File: config.mk
export PLATFORM = sky130hd
export DESIGN_NAME = demux1to16_reg
export DESIGN_NICKNAME = d
export VERILOG_FILES = /design/src/rtl/demux_pkg.sv /design/src/rtl/demux_slot.sv /design/src/rtl/demux1to16_reg.sv
export SDC_FILE = /design/constraint.sdc
export NUM_CORES = 1
export LEC_CHECK = 0
export BUFFER_PORTS_ARGS = -buffer_cell sky130_fd_sc_hd__buf_2
export CAP_MARGIN = 20
export CELL_PAD_IN_SITES_DETAIL_PLACEMENT = 0
export CELL_PAD_IN_SITES_GLOBAL_PLACEMENT = 1
export CORE_ASPECT_RATIO = 1.5
export CORE_MARGIN = 10
export CORE_UTILIZATION = 40
export CTS_BUF_LIST = sky130_fd_sc_hd__clkbuf_4 sky130_fd_sc_hd__clkbuf_8 sky130_fd_sc_hd__clkbuf_16
export DETAILED_ROUTE_END_ITERATION = 7
export PLACE_DENSITY_LB_ADDON = 0.1
export RECOVER_POWER = 50
export SLEW_MARGIN = 20
export SYNTH_ARGS = -nofsm -noshare
export SYNTH_HDL_FRONTEND = slang
export SYNTH_SLANG_ARGS = --single-unit
File: constraint.sdc
create_clock -name clk -period 24.4 [get_ports clk]
set_clock_uncertainty 0.05 [all_clocks]
set_input_delay 1.22 -clock clk [delete_from_list [all_inputs] [get_ports clk]]
set_output_delay 1.22 -clock clk [all_outputs]
set_load 0.05 [all_outputs]
File: src/rtl/demux_pkg.sv
// Shared constants and types for the 1-to-16 registered distributor.
// Channel count, select width and the one-hot select decode.
package demux_pkg;

  localparam int NUM_CH = 16;
  localparam int SEL_W  = 4;

  typedef logic [SEL_W-1:0] sel_t;

  // One-hot decode of a channel index.
  function automatic logic [NUM_CH-1:0] sel_dec(sel_t sel);
    logic [NUM_CH-1:0] oh;
    oh = '0;
    oh[sel] = 1'b1;
    return oh;
  endfunction

endpackage

File: src/rtl/demux_slot.sv
// One output channel: a single-entry holding register.
// A write wins over a drain so refill and drain can share a cycle.
module demux_slot #(
  parameter int W = 32
) (
  input  logic         clk,
  input  logic         reset,
  input  logic         wr_en,
  input  logic [W-1:0] wr_data,
  input  logic         rd_ready,
  output logic         valid,
  output logic [W-1:0] data
);

  // Occupancy: set on write, cleared on drain without refill.
  always_ff @(posedge clk or posedge reset) begin
    if (reset)
      valid <= 1'b0;
    else if (wr_en)
      valid <= 1'b1;
    else if (rd_ready)
      valid <= 1'b0;
  end

  // Payload: captured on write, otherwise keeps its last value.
  always_ff @(posedge clk or posedge reset) begin
    if (reset)
      data <= '0;
    else if (wr_en)
      data <= wr_data;
  end

endmodule

File: src/rtl/demux1to16_reg.sv
// Registered 1-to-16 distributor with per-channel valid/ready.
// Select decode, addressed-channel ready mux and output packing.
module demux1to16_reg
  import demux_pkg::*;
#(
  parameter int W = 32
) (
  input  logic              clk,
  input  logic              reset,
  input  logic              in_valid,
  output logic              in_ready,
  input  logic [SEL_W-1:0]  in_sel,
  input  logic [W-1:0]      in_data,
  output logic [NUM_CH-1:0] out_valid,
  input  logic [NUM_CH-1:0] out_ready,
  output logic [NUM_CH*W-1:0] out_data
);

  logic              accept;
  logic [NUM_CH-1:0] wr_en;

  // Only the addressed channel decides whether the word fits.
  always_comb begin
    in_ready = ~out_valid[in_sel] | out_ready[in_sel];
    accept   = in_valid & in_ready;
    wr_en    = accept ? sel_dec(sel_t'(in_sel)) : '0;
  end

  for (genvar i = 0; i < NUM_CH; i++) begin : g_ch
    demux_slot #(
      .W (W)
    ) u_slot (
      .clk      (clk),
      .reset    (reset),
      .wr_en    (wr_en[i]),
      .wr_data  (in_data),
      .rd_ready (out_ready[i]),
      .valid    (out_valid[i]),
      .data     (out_data[i*W +: W])
    );
  end

endmodule
# --- Yosys cells after proc, flatten, opt, wreduce, memory -nomap -nowiden ---
# Index checks and enable logic that the tools add are counted.
word_totals:
  output_inout_bits: 529
  input_bits: 55
  wordCells: 93
  regBits: 528
op_classes:
  bitwise_logic: 3
  mux: 39
  magnitude_cmp: 2
  n_reduce_logical: 17
ops:
  columns: ["op", "count"]
  rows:
  - ["$mux W1", 35]
  - ["$reduce_bool A2 Y1", 16]
  - ["$mux W16", 1]
  - ["$bmux W1 S4", 2]
  - ["$lt A4 B5 Y1 const B", 1]
  - ["$demux W1 S4", 1]
  - ["$ge A4 B1 Y1 const B", 1]
  - ["$and A1 B1 Y1", 1]
  - ["$logic_and A1 B1 Y1", 1]
  - ["$not A1 Y1", 1]
  - ["$or A1 B1 Y1", 1]

# --- Depth between registers and ports, before layout ---
logic_depth:
  depth_word: 7
  ltp_mapped: 8
  depth_no_buf: 4

# --- Hierarchy ---
# A second synthesis with hierarchy kept.
unflattened:
  hier_cells: 1205
  area_unflattened_um2: 22547.9
by_module_without_submodules:
  columns: ["mod", "seq_area_each_um2", "area_per_inst_um2", "n_inst", "cells_each"]
  rows:
  - ["demux_slot", 825.8, 1381.3, 16, 72]
  - ["demux1to16_reg", 0.0, 446.7, 1, 53]

# --- Worst setup path before layout ---
# OpenSTA, ideal clock, no wires.
synth_timing:
  path_type: "input-to-output"
  startpoint: "input port in_sel[1]"
  endpoint: "output port in_ready"
  required_ns: 23.130
  stages: 5
  path_buffers: 1
  arrival_ns: 2.897
  setup_slack_ns: 20.233
  cell_sequence: "clkbuf_1 > mux4_1 > mux2i_2 > a21oi_1 > a21o_1"
synth_between:
  elab_chain_cells: 4
  word_cells_on_any_way: 6
  cone_classes: "mux (4); bitwise (2)"
synth_lines:
  columns: ["element", "line", "source"]
  rows:
  - ["from (decl)", "demux1to16_reg.sv:12", "input logic [SEL_W-1:0] in_sel,"]
  - ["$bmux W1 S4", "demux1to16_reg.sv:24", "in_ready = ~out_valid[in_sel] | out_ready[in_sel];"]
  - ["$mux W1 (implied by the code)", "demux1to16_reg.sv:24", null]
  - ["$not A1 Y1", "demux1to16_reg.sv:24", null]
  - ["$or A1 B1 Y1 *", "demux1to16_reg.sv:24", null]
  - ["to (decl)", "demux1to16_reg.sv:11", "output logic in_ready,"]
# Mark *: on every way between the ends. The rest lies on a longest branch, timed or not. The select of a mux whose other input is x is not followed.

==> flow_metrics.env <==
export IMPL_p_switching_mw=1.45
export IMPL_worst_slew_pin_slew_ns=6.02
export IMPL_required_ns=24.96
export IMPL_synth_fp_nets=1277
export IMPL_core_area_mm2=0.0508
export IMPL_grt_max_degree=186
export IMPL_via_per_inst=5.08
export IMPL_grtUsageTotal_pct=22.2
export IMPL_insertion_delay_ns=0.58
export IMPL_slew_viol_final=290
export IMPL_p_leak_nw=11.3
export IMPL_yosys_warnings=0
export IMPL_vias=12559
export IMPL_syn_to_final_growth_pct=21.4
export IMPL_clock_sinks=528
export IMPL_drv_cap=5
export IMPL_hp_class="reg2reg"
export IMPL_outcome="complete, but fails checks"
export IMPL_io_pins=584
export IMPL_start_util_pct=40.6
export IMPL_nNetsFinal=1823
export IMPL_post_cts_resize_count=0
export IMPL_syn_inst=1222
export IMPL_drive_gt1_share_pct=38.1
export IMPL_clk_pin_slew_ns=0.06
export IMPL_synth_avg_cell_area_um2=16.9
export IMPL_synth_largest_area_cell="dfrtp_1"
export IMPL_final_cell_mix="clkbuf_1, dfrtp_1, mux2_2"
export IMPL_grt_pass1_wl_mm=100
export IMPL_p_clk_share_pct=25.7
export IMPL_finalHoldViolations=0
export IMPL_ys_types=29
export IMPL_gr_total_overflow=0
export IMPL_cts_setup_buffers=0
export IMPL_relSlewSlack_pct=-304
export IMPL_arrival_ns=7.60
export IMPL_finalSetupTns_ns=0
export IMPL_ys_seq_area_share_pct=64.1
export IMPL_num_rows=101
export IMPL_cts_hold_buffers=0
export IMPL_dr_pass1_iters=4
export IMPL_fin_hold_ws_ns=0.452
export IMPL_ir_drop_mv=0.0782
export IMPL_final_common_cell="clkbuf_1"
export IMPL_wl_per_cell_um=28.3
export IMPL_htreeDepth=2
export IMPL_period_needed_ns=7.04
export IMPL_synth_area_mm2=0.0206
export IMPL_pwr_share_comb_pct=38.0
export IMPL_cts_root_buf="clkbuf_16"
export IMPL_synth_top_area_share_pct=64.1
export IMPL_fill_cells=4756
export IMPL_fmax_mhz=142
export IMPL_sw_frac_of_total_pct=44.0
export IMPL_cts_buffers=52
export IMPL_cts_buffer_depth=3
export IMPL_cts_tree="yes"
export IMPL_grt_antenna_before_repair=4
export IMPL_rsz0062_at_grt="no"
export IMPL_place_hpwl_mm=50.0
export IMPL_gp_congestion=0.791
export IMPL_die_area_mm2=0.0612
export IMPL_path_max_fanout=136
export IMPL_fin_crit_sh_pct=28.8
export IMPL_sequentialPowerShare_pct=36.3
export IMPL_drt_iter0_drc=511
export IMPL_grt_pass1_vias=13323
export IMPL_port_buffers=583
export IMPL_worst_setup_path_end_kind="async pin"
export IMPL_die_w_um=205
export IMPL_synth_area_leaders="dfrtp_1, mux2_2, mux2_4"
export IMPL_drc=0
export IMPL_power_internal_mw=1.85
export IMPL_crit_type="in2async"
export IMPL_dieHeight_um=298
export IMPL_wl_mm=69.9
export IMPL_critPathLaunchType="primary input"
export IMPL_violations="capacitance limit, slew limit"
export IMPL_p_per_area_mw_per_mm2=132
export IMPL_setup_violations_final=0
export IMPL_drtAntennaViolNets=0
export IMPL_ys_seq_elements=528
-- worst paths after layout --
path,from,end,cells past startpoint,slack [ns]
worst max-delay path,reset,g_ch[0].u_slot.data[15]$_DFFE_PP0P_,4,17.36
worst min register to register,g_ch[4].u_slot.data[3]$_DFFE_PP0P_,g_ch[4].u_slot.data[3]$_DFFE_PP0P_,1,0.45
max in group clk,in_sel[1],in_ready,6,19.63
worst max register to register,g_ch[5].u_slot.valid$_DFFE_PP0P_,g_ch[4].u_slot.data[12]$_DFFE_PP0P_,5,21.03
worst min-delay path,g_ch[4].u_slot.data[3]$_DFFE_PP0P_,g_ch[4].u_slot.data[3]$_DFFE_PP0P_,1,0.45
min in group asynchronous,reset,g_ch[2].u_slot.data[31]$_DFFE_PP0P_,2,2.41
-- synth_stat cells --
library cell,instances
or2b_1,1
nor2_1,1
nor2b_1,9
mux4_1,6
a21o_1,6
buf_12,9
nand3_1,2
nand4_1,2
or4_1,4
buf_6,8
nor4_1,4
buf_4,16
mux2_1,1
clkbuf_1,63
a21oi_2,4
a2111o_1,3
or2_2,4
nand2_1,3
mux2_4,87
dfrtp_1,528
buf_2,13
o21ai_0,3
mux2i_1,1
a2111oi_4,1
mux2i_2,1
mux2_2,425
nand2b_1,6
a21oi_1,1
inv_1,10
-- cell families (layout without fill, tap and decap cells) --
logic type | Yosys count | in the layout | synth area share (%)
AOI/OAI and AO/OA | 18 | 18 | 0.783
buffers and inverters | 119 | 700 | 3.54
DFF | 528 | 528 | 64.1
muxes | 521 | 521 | 30.5
other | 0 | 2 | 0
and+or+nand+nor | 36 | 36 | 1.06
-- layout make-up --
type	count	area, µm²	share of cell area (%)
Tap cell	669	837	3.35
Clock inverter	13	218	0.870
Sequential cell	528	13200	52.8
Multi-Input combinational cell	575	6720	26.8
Timing Repair Buffer	601	2410	9.65
Antenna cell	2	5.00	0.0200
Inverter	10	38.8	0.155
Clock buffer	76	1580	6.32
-- power groups by stage --
| stage | registers [mW] | clock network (mW) | logic [mW] |
|---|---|---|---|
| global route | 1.22 | 0.901 | 1.30 |
| detailed placement | 1.20 | 0 | 1.33 |
| CTS | 1.19 | 0.868 | 1.33 |
| global placement | 1.20 | 0 | 1.33 |
| finish | 1.20 | 0.847 | 1.26 |
| floorplan | 1.93 | 0 | 0.236 |
-- registers in the layout, indices dropped and copies added, names as in the netlist --
signal             count
g_ch.u_slot.data     512
g_ch.u_slot.valid     16
-- worst max-delay path, stage by stage --
cell        delay, ns
clkbuf_1         0.08
clkinvlp_2       3.28
clkbuf_1         2.19
buf_16           0.48
-- layer usage --
layer / routed length [µm] / global-route usage [%]
met2: 35300 / 38.3
met4: 2250 / 6.95
met1: 26400 / 25.1
met3: 6010 / 7.73
met5: 35 / 0
-- through the flow --
stage	total power, mW	utilization [%]	cell area (µm²)	setup slack (ns)	std cells
finish	3.30	49.3	25000	17.36	2474
global route	3.43	49.2	25000	16.03	2473
CTS	3.39	50.5	25700	19.61	2469
detailed placement	2.54	47.0	23900	19.61	2380
global placement	2.52	47.0	23900	19.68	2380
floorplan	2.16	-	20600	8.38	1222
Note: power is estimated with default switching activity, not from simulation.
